### src/rtl/neq_seq_pkg.sv
// Shared types for the word-serial inequality sequencer.
package neq_seq_pkg;

  typedef enum logic [1:0] {
    IDLE    = 2'd0,
    COMPARE = 2'd1,
    DONE    = 2'd2
  } neq_seq_state_e;

endpackage

### src/rtl/neq_compare_sequencer_logical_neq.sv
// N-bit inequality unit; MODEL selects the coding style of an identical function.
module LogicalNEQ #(
  parameter string       MODEL = "Structural",
  parameter int unsigned N     = 8
) (
  input  logic [N-1:0] a,
  input  logic [N-1:0] b,
  output logic         c
);

  generate
    if (MODEL == "Behavioral") begin : g_beh
      always_comb begin
        c = 1'b0;
        for (int i = 0; i < int'(N); i++) begin
          if (a[i] != b[i]) c = 1'b1;
        end
      end
    end else if (MODEL == "DataFlow") begin : g_df
      assign c = |(a ^ b);
    end else begin : g_str
      logic [N-1:0] diff;
      for (genvar i = 0; i < int'(N); i++) begin : g_bit
        xor u_xor (diff[i], a[i], b[i]);
      end
      assign c = |diff;
    end
  endgenerate

endmodule

### src/rtl/neq_compare_sequencer.sv
// Streams captured operands one word per cycle through a shared LogicalNEQ and
// reports overall inequality plus the lowest mismatching word index.
module neq_compare_sequencer
  import neq_seq_pkg::*;
#(
  parameter string       MODEL      = "Structural",
  parameter int unsigned N          = 8,
  parameter int unsigned WORDS      = 4,
  parameter bit          EARLY_EXIT = 1'b1,
  localparam int unsigned IDX_W     = (WORDS > 1) ? $clog2(WORDS) : 1
) (
  input  logic               clk,
  input  logic               rst,
  input  logic               start_valid,
  output logic               start_ready,
  input  logic [WORDS*N-1:0] a_vec,
  input  logic [WORDS*N-1:0] b_vec,
  output logic               busy,
  output logic               done_valid,
  input  logic               done_ready,
  output logic               neq,
  output logic [IDX_W-1:0]   first_idx
);

  neq_seq_state_e            state_q, state_d;
  logic [WORDS-1:0][N-1:0]   a_q, b_q;
  logic [N-1:0]              word_a, word_b;
  logic [IDX_W-1:0]          idx_q, first_q;
  logic                      neq_q;
  logic                      word_neq;
  logic                      last_word;
  logic                      stop_scan;
  logic                      accept;

  // Current word of the captured operands; a single-word operand needs no mux.
  generate
    if (WORDS == 1) begin : g_one
      assign word_a = a_q[0];
      assign word_b = b_q[0];
    end else begin : g_many
      assign word_a = a_q[idx_q];
      assign word_b = b_q[idx_q];
    end
  endgenerate

  LogicalNEQ #(.MODEL(MODEL), .N(N)) u_LogicalNEQ (
    .a (word_a),
    .b (word_b),
    .c (word_neq)
  );

  assign last_word = (idx_q == IDX_W'(WORDS - 1));
  assign stop_scan = last_word || (word_neq && EARLY_EXIT);
  assign accept    = (state_q == IDLE) && start_valid;

  always_ff @(posedge clk or posedge rst) begin
    if (rst) state_q <= IDLE;
    else     state_q <= state_d;
  end

  always_comb begin
    state_d = state_q;
    unique case (state_q)
      IDLE:    if (start_valid) state_d = COMPARE;
      COMPARE: if (stop_scan)   state_d = DONE;
      DONE:    if (done_ready)  state_d = IDLE;
      default:                  state_d = IDLE;
    endcase
  end

  always_comb begin
    start_ready = (state_q == IDLE);
    busy        = (state_q != IDLE);
    done_valid  = (state_q == DONE);
  end

  // Operand capture, scan index and sticky first-mismatch result.
  always_ff @(posedge clk or posedge rst) begin
    if (rst) begin
      a_q     <= '0;
      b_q     <= '0;
      idx_q   <= '0;
      neq_q   <= 1'b0;
      first_q <= '0;
    end else if (accept) begin
      a_q     <= a_vec;
      b_q     <= b_vec;
      idx_q   <= '0;
      neq_q   <= 1'b0;
      first_q <= '0;
    end else if (state_q == COMPARE) begin
      if (word_neq && !neq_q) begin
        neq_q   <= 1'b1;
        first_q <= idx_q;
      end
      if (!stop_scan) idx_q <= idx_q + IDX_W'(1);
    end
  end

  assign neq       = neq_q;
  assign first_idx = first_q;

endmodule

### config.mk
export PLATFORM = sky130hd
export DESIGN_NAME = neq_compare_sequencer
export DESIGN_NICKNAME = d
export VERILOG_FILES = /design/src/rtl/neq_seq_pkg.sv /design/src/rtl/neq_compare_sequencer_logical_neq.sv /design/src/rtl/neq_compare_sequencer.sv
export SDC_FILE = /design/constraint.sdc
export NUM_CORES = 1
export LEC_CHECK = 0
export CAP_MARGIN = 25
export CORE_MARGIN = 2
export CORE_UTILIZATION = 50
export CTS_CLUSTER_SIZE = 40
export DETAILED_ROUTE_END_ITERATION = 8
export GPL_ROUTABILITY_DRIVEN = 0
export GPL_TIMING_DRIVEN = 1
export MAX_ROUTING_LAYER = met4
export PLACE_DENSITY = 0.8
export SLEW_MARGIN = 10
export SYNTH_ARGS = -nofsm -noshare
export SYNTH_HDL_FRONTEND = slang
export SYNTH_SLANG_ARGS = --single-unit
### constraint.sdc
create_clock -name clk -period 2.9 [get_ports clk]
set_clock_uncertainty 0.15 [all_clocks]
set_input_delay 0.435 -clock clk [delete_from_list [all_inputs] [get_ports clk]]
set_output_delay 0.435 -clock clk [all_outputs]
set_load 0.02 [all_outputs]
### Word-level counts from Yosys, hierarchy flattened

Index checks and enable logic that the tools add are counted.

* add/subtract/negate cells: 1
* magnitude comparators: 1
* equality and inequality tests: 7
* multiplexer cells: 17
* bitwise operators: 8
* reduce and logical (&&, ||, !) cells: 12

Operators with widths (count)
* 8-bit binary-select mux with 2-bit select: 2
* 2-bit two-way mux: 9
* 8-bit two-way mux: 2
* 8-bit OR reduction: 1
* 1-bit bitwise XOR: 8
* 2-bit case mux with 3 select lines: 1
* 2-bit nonzero test: 3
* 2-bit == test, second input constant: 2
* 2-bit by 1-bit != test with 1-bit output, second input constant: 2
* 2-bit != test, second input constant: 2
* 2-bit AND reduction: 2
* 2-bit by 3-bit < comparator with 1-bit output, second input constant: 1
* 1-bit two-way mux: 3
* 3-bit AND reduction: 1
* 2-bit by 1-bit adder with 2-bit output, second input constant: 1
* 2-bit by 1-bit == test with 1-bit output, second input constant: 1
* 1-bit logical AND: 2
* 2-bit zero test: 1
* 1-bit zero test: 1
* 1-bit logical OR: 1

* register bits: 71
* input bits: 68
* output and inout bits: 6
* logic and storage cells: 58

### Longest topological paths before layout

* depth after elaboration: 8
* depth in mapped cells: 6

### Modules after synthesis

Synthesis repeated with hierarchy kept, for this count alone.

* cell total of the unflattened synthesis: 202
* area, all modules: 3211.8 um^2

By module, submodules not included
* neq_compare_sequencer: times used 1, cells each 191, area an instance 3125.5 um^2, seq. area each 1776.7 um^2
* LogicalNEQ: times used 1, cells each 11, area an instance 86.3 um^2, seq. area each 0.0 um^2

### Worst setup path after synthesis

No wires, ideal clock.

* kind: register to register
* start: reg state_q[1]
* end: reg a_q[0] in the netlist's numbering
* library setup time: 0.117 ns
* arrival time: 1.480 ns
* data required time: 2.633 ns
* setup slack: 1.154 ns
* cell stages (with the launch flop): 7
* cells stage by stage: dfrtp_1 -> nor2_1 -> nand2_1 -> buf_2 -> buf_1 -> nand2_1 -> nand2_1

* longest elaborated chain between the ends: 2

Ends and longest elaborated chain
* start: declaration: RTL line neq_compare_sequencer.sv:25 `neq_seq_state_e state_q, state_d;`
* start signal: assignment: RTL line neq_compare_sequencer.sv:58 `else state_q <= state_d;`
* 2-bit zero test
* via start_ready: RTL line neq_compare_sequencer.sv:15 `output logic start_ready,`
* 1-bit logical AND: RTL line neq_compare_sequencer.sv:54 `assign accept = (state_q == IDLE) && start_valid;`
* end signal: assignment: RTL line neq_compare_sequencer.sv:86 `a_q <= a_vec;`
* end: declaration: RTL line neq_compare_sequencer.sv:26 `logic [WORDS-1:0][N-1:0] a_q, b_q;`

The timed path passes the listed nets, and every way through them passes these cells.
A chain may end at the register's enable or synchronous reset.

### Final worst setup path

* start: reg state_q[1]
* end: out start_ready

* longest elaborated chain between the ends: 1

Ends and longest elaborated chain
* 2-bit zero test: RTL line neq_compare_sequencer.sv:72 `start_ready = (state_q == IDLE);`
* end: declaration: RTL line neq_compare_sequencer.sv:15

No other way between the ends.

==> results.cfg <==
[synth]
synth_top_family_by_area = simple AND/OR/NAND/NOR gates
synth-seq-cells = 71
syn_area_mm2 = 0.00317
synth-xor-area-share_pct = 8.84
synth_compound_gate_area_share_pct = 3.87
syn_inst = 358
yosys.area_share.adder_pct = 0.395
synth_commonest_cells = 199 x nand2_1, 71 x dfrtp_1, 24 x xnor2_1, 8 x xor2_1, 7 x buf_2
yosys.cell_count.top_type = nand2_1
seq_area_frac_synth_pct = 56.1
synthFlopType = dfrtp_1
avgSynthCellArea_um2 = 8.85
ys_warn_count = 0
netlist_top_cells_area = dfrtp_1 56%, nand2_1 24%, xnor2_1 6.6%
syn_nets = 427
synth_mux_area_share_pct = 0.632
synth-simple-area-share_pct = 27.7
synth_top_area_share_pct = 56.1
yosysTopAreaCell = dfrtp_1
async_reset_ff_share_pct = 100
synth_edf_count = 0
ys_types = 32

[setup_path]
path_delay_family = buffers and inverters
r2r_start = b_q[20]
path_buf_inv = 1
timing.rr.end = state_q[1]
start_kind = register
path_class = reg2out
crit_required_ns = 2.32
crit_chain = nor2_1 -> clkdlybuf4s50_1
regToRegSetupSlack_ns = 0.93
end_kind = output pin
reg2reg_depth = 6
path_max_fanout = 5
path_depth = 2
crit_arrival_ns = 1.65
critPathSlowestCell = clkdlybuf4s50_1
crit_path_max_incr_delay_ns = 0.65

[grt]
grt_pass1_vias = 2516
grt_pass1_wl_um = 11100
grt_overflow = 0
antenna_found_initial = 0
grt_max_degree = 72
groute.usage.overall_pct = 20.8

[min_path]
worstHoldPathType = in2async

[floorplan]
dieArea_mm2 = 0.00699
start_util_pct = 50.8
core-area_mm2 = 0.00624
die_y_um = 83.6
io_pins = 74
rows = 29
die_w_um = 83.6

[outcome]
outcome = finished, final reports clean

[final_layout]
seqCellArea_mm2 = 0.00178
nFillCells = 490
area_growth_pct = 33.2
n_antenna_cell = 0
multi_input_area_mm2 = 0.00132
layout-drive-gt1-share_pct = 6.88
fin_nets = 500

[timing]
rsz0062_at_grt = no
hold_slack_ns = 0.327
fin_crit_sh_pct = 77.2
finalSetupViolCount = 0
slew-limit-headroom_pct = 61.9
worst_pin_slew_ns = 0.570
fmax_ghz = 0.447
fin_crit_ns = 2.24
finalHoldViolations = 0
finalSetupTns_ns = 0
slew_violations = 0

[clock_tree]
htreeDepth = 3
cts_buffers = 9
cts_sinks = 71
clock_latency_ns = 0.34
ctsHoldBuffers = 0
cts.clk_slew.worst_paths_ns = 0.08
clockRootBuffer = clkbuf_8
cts_setup_buffers = 0
cts_tree = done
cts_resized = 0
cts_buffer_depth = 2

[drt]
ant_nets = 0
drt-wirelength-per-cell_um = 12.8
viasPerCell = 4.85
drtIter0Drc = 156
vias = 2490
drt_wl_total_um = 6580
dr.pass1.iters = 4
drc = 0

[place]
dp_hpwl_um = 4640
io_buffers = 73

[power_and_ir_drop]
vdd_drop_max_mv = 0.512
power_density_mw_per_mm2 = 954
p_leak_nw = 2.08

[job]
cap_violations = 0
## layer usage
metal  GRT usage (%)  up-vias  routed length, µm
met5               -        -                  0
met4            8.50        0                140
met3            5.64       13                284
met2            33.8       64               3290
met1            24.7     1156               2860
li1                -     1257                  -
## worst max path at each step
stage / to / from / slack [ns]
CTS: start_ready / state_q[1] / 0.65
global placement: first_idx[0] / start_valid / 0.91
global route: start_ready / state_q[1] / 0.57
floorplan: a_q[0] / rst / 0.52
detailed placement: b_q[30] / start_valid / 0.89
finish: start_ready / state_q[1] / 0.66
## worst reg2reg max path, delay by kind of cell, from the launching register on
family	cells	cell delay (ns)
xor gates and xnor gates	1	0.16
AOI/OAI and AO/OA	2	0.40
DFF	1	0.39
and+or+nand+nor	3	0.75
## flip-flops by register name, indices dropped and copies added, names as in the netlist
register	flops
idx_q	2
state_q	2
a_q	32
neq	1
b_q	32
first_idx	2
## metrics by stage
| stage | setup WS (ns) | utilization [%] | area (µm²) | total power [mW] | std cells |
|---|---|---|---|---|---|
| after CTS | 0.648 | 67.6 | 4220 | 4.08 | 513 |
| after global placement | 0.906 | 64.1 | 4000 | 3.12 | 497 |
| after floorplan | 0.518 | - | 3170 | 2.74 | 358 |
| final | 0.661 | 67.6 | 4220 | 4.03 | 513 |
| after detailed placement | 0.894 | 64.1 | 4000 | 3.20 | 497 |
| after global routing | 0.571 | 67.6 | 4220 | 4.34 | 513 |
## cell usage in the layout, fill, tap and decap left out, types with 5 or more instances in the layout
| cell type | n |
|---|---|
| nand2_1 | 198 |
| xor2_1 | 8 |
| nand4_1 | 5 |
| xnor2_1 | 24 |
| dfrtp_1 | 71 |
| nor2_1 | 5 |
| clkdlybuf4s50_1 | 73 |
| clkbuf_8 | 9 |
## where the power goes
| part | switching, mW | internal (mW) |
|---|---|---|
| registers | 0.320 | 1.44 |
| clock network | 0.379 | 0.485 |
| logic | 0.737 | 0.671 |
| total | 1.44 | 2.59 |
## area by class of cell
type	instances	share of cell area, %
Inverter	5	0.445
Tap cell	77	2.28
Sequential cell	71	42.1
Clock inverter	7	2.31
Timing Repair Buffer	76	18.7
Multi-Input combinational cell	268	31.2
Clock buffer	9	2.94
## cells by family after synthesis
| family | Yosys count |
|---|---|
| and+or+nand+nor | 220 |
| DFF | 71 |
| xor gates and xnor gates | 32 |
| buffers and inverters | 19 |
| AOI/OAI and AO/OA | 13 |
| muxes | 2 |
| adders and majority gates | 1 |
(Power assumes the default switching activity.)
